**config.mk**
```make
export PLATFORM = sky130hd
export DESIGN_NAME = systolic_skew_feeder
export DESIGN_NICKNAME = d
export VERILOG_FILES = /design/src/rtl/systolic_skew_feeder.sv
export SDC_FILE = /design/constraint.sdc
export NUM_CORES = 1
export LEC_CHECK = 0
export ABC_AREA = 1
export BUFFER_PORTS_ARGS = -buffer_cell sky130_fd_sc_hd__clkbuf_2
export CAP_MARGIN = 20
export CELL_PAD_IN_SITES_DETAIL_PLACEMENT = 1
export CELL_PAD_IN_SITES_GLOBAL_PLACEMENT = 1
export CORE_ASPECT_RATIO = 0.6
export CORE_MARGIN = 5
export CORE_UTILIZATION = 33
export DETAILED_ROUTE_END_ITERATION = 16
export HOLD_SLACK_MARGIN = 0.02
export PLACE_DENSITY = 0.74
export REMOVE_ABC_BUFFERS = 1
export SKIP_CTS_REPAIR_TIMING = 1
export SYNTH_ARGS = -nofsm -noshare
export SYNTH_HDL_FRONTEND = slang
export SYNTH_HIERARCHICAL = 1
export SYNTH_SLANG_ARGS = --single-unit
```
**constraint.sdc**
```tcl
create_clock -name clk -period 1.4 [get_ports clk]
set_clock_uncertainty 0.2 [all_clocks]
set_input_delay 0.21 -clock clk [delete_from_list [all_inputs] [get_ports clk]]
set_output_delay 0.21 -clock clk [all_outputs]
set_load 0.02 [all_outputs]
```
**src/rtl/systolic_skew_feeder.sv**
```systemverilog
// systolic_skew_feeder: skews operand beats into a systolic array and sequences pass stream/drain/done.
// Optional FEEDER_PARITY_EN adds per-word parity outputs aligned with the skewed buses.
module skew_lines #(
  parameter int N = 2,
  parameter int W = 16
) (
  input  logic           clk,
  input  logic           rst,
  input  logic           load,
  input  logic [N*W-1:0] din,
  output logic [N*W-1:0] dout
`ifdef FEEDER_PARITY_EN
  ,
  output logic [N-1:0]   par
`endif
);
  for (genvar i = 0; i < N; i++) begin : g
    logic [W-1:0] sr [0:i];
    always_ff @(posedge clk) begin
      if (rst) begin
        for (int j = 0; j <= i; j++) sr[j] <= '0;
      end else begin
        sr[0] <= load ? din[i*W +: W] : '0;
        for (int j = 1; j <= i; j++) sr[j] <= sr[j-1];
      end
    end
    assign dout[i*W +: W] = sr[i];
`ifdef FEEDER_PARITY_EN
    logic [i:0] pr;
    always_ff @(posedge clk) begin
      if (rst) begin
        pr <= '0;
      end else begin
        pr[0] <= load ? ^din[i*W +: W] : 1'b0;
        for (int j = 1; j <= i; j++) pr[j] <= pr[j-1];
      end
    end
    assign par[i] = pr[i];
`endif
  end
endmodule

module systolic_skew_feeder #(
  parameter int ROWS      = 2,
  parameter int COLS      = 2,
  parameter int WORD_SIZE = 16
) (
  input  logic                      clk,
  input  logic                      rst,
  input  logic                      in_valid,
  output logic                      in_ready,
  input  logic                      in_last,
  input  logic [ROWS*WORD_SIZE-1:0] in_left,
  input  logic [COLS*WORD_SIZE-1:0] in_top,
  output logic [ROWS*WORD_SIZE-1:0] left_in_bus,
  output logic [COLS*WORD_SIZE-1:0] top_in_bus,
  output logic                      busy,
  output logic                      done,
  output logic [15:0]               beat_count
`ifdef FEEDER_PARITY_EN
  ,
  output logic [ROWS-1:0]           left_par_bus,
  output logic [COLS-1:0]           top_par_bus
`endif
);
  localparam int DRAIN_CYCLES = (ROWS > COLS ? ROWS : COLS) - 1 + ROWS + COLS - 1;
  localparam logic [1:0] IDLE = 2'd0, STREAM = 2'd1, DRAIN = 2'd2, DONE = 2'd3;
  logic [1:0] state;
  logic [15:0] cnt;
  logic accept;
  assign in_ready = !rst && (state == IDLE || state == STREAM);
  assign accept = in_valid && in_ready;
  assign busy = state != IDLE;
  assign done = state == DONE;
  always_ff @(posedge clk) begin
    if (rst) begin
      state <= IDLE;
      cnt <= '0;
      beat_count <= '0;
    end else begin
      if (accept) beat_count <= beat_count + 16'd1;
      if (state == DONE) begin
        state <= IDLE;
        beat_count <= '0;
      end else if (state == DRAIN) begin
        state <= cnt == 16'(DRAIN_CYCLES - 1) ? DONE : DRAIN;
        cnt <= cnt + 16'd1;
      end else if (accept) begin
        state <= in_last ? DRAIN : STREAM;
        cnt <= '0;
      end
    end
  end
  skew_lines #(.N(ROWS), .W(WORD_SIZE)) u_left (
    .clk(clk), .rst(rst), .load(accept), .din(in_left), .dout(left_in_bus)
`ifdef FEEDER_PARITY_EN
    , .par(left_par_bus)
`endif
  );
  skew_lines #(.N(COLS), .W(WORD_SIZE)) u_top (
    .clk(clk), .rst(rst), .load(accept), .din(in_top), .dout(top_in_bus)
`ifdef FEEDER_PARITY_EN
    , .par(top_par_bus)
`endif
  );
endmodule
```
==> summary.txt <==
Status
  – Status: finished with violations
  – Failing checks: negative setup slack

CTS
  – CTS Root Cell: clkbuf_16
  – H-tree level count: 4
  – Clk sinks: 130
  – CTS tree: built
  – CTS buffer count: 17
  – Clock Pin Slew Worst Setup and Hold Paths: ~60 ps
  – Latest clock arrival within the worst-skew pair: slightly above 400 ps
  – Clock Tree Buf Depth: 2

Power and ir drop
  – PD cells: 1160 mW/mm^2
  – Leak: 3.89 nW
  – VDD IR max: approximately 0.00057 V

Placed design
  – Port bufs: 150
  – Area post-placement: 0.00611 sq mm
  – Place WS: -327 ps
  – GPL Wtd Cong: about 0.84
  – DPL Wire Length: around 11000 um

Synth
  – Synthesized cell area: between 0.004 and 0.005 sq mm
  – Seq cells post-synth: 130
  – Most used DFF post-synth: dfxtp_1
  – Synth area leaders: dfxtp_1 52%, inv_1 10%, nor2_2 6.9%, nor2_1 5.5%, nand2_1 5.3%
  – Post-synth EDFFs: 0
  – Synth area leader: dfxtp_1
  – Synth warn: 6
  – Yosys cell types: 28
  – Part of the Yosys area used for sequential elements: 0.521
  – Post-synthesis async set-or-reset flop share: 0
  – Mapped Cells: 608
  – Most common cell in the netlist: inv_1
  – Commonest cells in the netlist: 134 x inv_1, 130 x dfxtp_1, 73 x nor2_1
  – Synth top area share: 0.521
  – Mapped Avg Cell Area: between 8 and 9 sq um

GRT
  – Initial antenna violation count: 0
  – First-pass GRT wire length: ~22000 um
  – Total grt overflow: 0
  – Largest net degree at the start of global routing: 30
  – Vias in the first global route: between 4000 and 5000
  – Gr usage total: 0.157

Cells and area
  – Ant. Diodes: 0
  – Design area: around 0.008 sq mm
  – Nets: around 950
  – Layout area overhead: 62.9%
  – Final core utilization: 0.555
  – Share of layout cells above drive strength 1: 0.471

STA
  – Final setup fails: between 90 and 100
  – Final Hold Violating Endpoints: 0
  – Final worst setup slack: -185 ps
  – Period utilization: 1.13
  – Slew margin rel.: 0.705
  – Period minus WS final: 1590 ps
  – RSZ-0062 raised after global routing: yes
  – Fmax: 631 MHz
  – Slew Limit Fails: 0
  – Least-Margin Pin Slew: around 440 ps

Hold path
  – Worst Hold Class: in2reg

Detailed routing
  – Initial DRC count: between 100 and 150
  – DRC viols: 0
  – DR pass1 iterations: 4
  – Vias per Instance: approximately 4.4
  – Routed wire length: 18800 um
  – Routed Antenna Nets: 0
  – Vias: about 4800
  – Routed wire per std cell: 17.3 um

Setup path
  – Req. time, crit path: 990 ps
  – Slowest stage delay, CP: approximately 360 ps
  – Critical path, cell by cell: nor2_4 > buf_4 > buf_4
  – Slowest library cell on the worst path: dfxtp_4
  – Startpoint types: register
  – CP arrival: roughly 1200 ps
  – WS Path Type: reg2out
  – CP endpoint kind: output port
  – Crit path max fanout: 4
  – Cell mode on critical path: buf_4

Die
  – Die area: roughly 0.018 sq mm
  – Starting Density: 0.341
  – Die Span Y: between 100 and 150 um
  – Core Area: between 0.01 and 0.015 sq mm
  – Ports: roughly 150
  – Width of the die: 169 um
  – Rows: 34

Flow run
  – Max-cap violations: 0
power by group:
part | total [mW] | switching (mW) | internal, mW
sequential | 3.80 | 0.0357 | 3.76
combinational | 0.834 | 0.434 | 0.400
clock | 4.82 | 1.76 | 3.05
worst max-delay path: cells and delay by family, from the launching register on:
family	cells	cell delay, ps
DFF	1	360
and+or+nand+nor	1	140
buffers and inverters	2	270
final cells by class:
cell class	count	area, sq um
Inverter	138	532
Sequential cell	130	2650
Fill cell	1701	6530
Clock inverter	13	199
Multi-Input combinational cell	296	1820
Tap cell	198	248
Timing Repair Buffer	293	2260
Clock buffer	18	439
sequential cells by signal (all words and copies together), names as in the netlist:
signal and cells:
cnt 16, beat_count 16, state 2, u_left/g.sr 48, u_top/g.sr 48
through the flow:
step / hold WS [ps] / instances / total power [mW] / TNS, ps
floorplan: 79.1 / 563 / 4.13 / -23360
global placement: 192 / 966 / 4.42 / -10750
detailed placement: 198 / 966 / 4.45 / -17870
CTS: -213 / 997 / 9.25 / -22920
global route: 66.8 / 1086 / 9.75 / -13300
finish: 53.2 / 1086 / 9.45 / -6780
per-layer routing:
metal | share of wire | up-vias | global-route usage | wire length (um)
li1 | - | 2297 | - | -
met1 | 0.42 | 2328 | 0.184 | 7910
met2 | 0.51 | 119 | 0.264 | 9560
met3 | 0.060 | 14 | 0.0673 | 1130
met4 | 0.0083 | 0 | 0.0440 | 155
met5 | 0 | - | 0 | 0
final timing paths:
path / startpoint / end / slack [ps] / cells after the start
min: in_valid / cnt[9]$_SDFFE_PP0P_ / 50 / 4
max: state[1]$_SDFFE_PP0P_ / in_ready / -190 / 3
min reg2reg: u_left/g[1].sr[0][8]$_SDFF_PP0_ / u_left/g[1].sr[0][24]$_SDFF_PP0_ / 200 / 2
max reg2reg: cnt[0]$_SDFFE_PP0P_ / cnt[14]$_SDFFE_PP0P_ / -170 / 9
cells by family after synthesis:
| kind of cell | synth area share |
|---|---|
| DFF | 0.521 |
| xor gates and xnor gates | 0.00526 |
| buffers and inverters | 0.180 |
| and+or+nand+nor | 0.240 |
| adders and majority gates | 0.00501 |
| AOI/OAI and AO/OA | 0.0491 |
cells in the final DEF, fill, tap and decap left out, drive strengths merged, types with 4 or more instances in the layout:
cell	netlist	routed
dlygate4sd3	0	65
o21ai	16	16
nor2	136	136
bufinv	0	4
inv	136	140
clkbuf	0	150
nand4	6	6
nand3	10	10
a21oi	27	27
clkinv	2	6
dfxtp	130	130
nor3	10	10
buf	45	96
nand2	75	76
No activity file was read; power rests on OpenSTA's default activity.
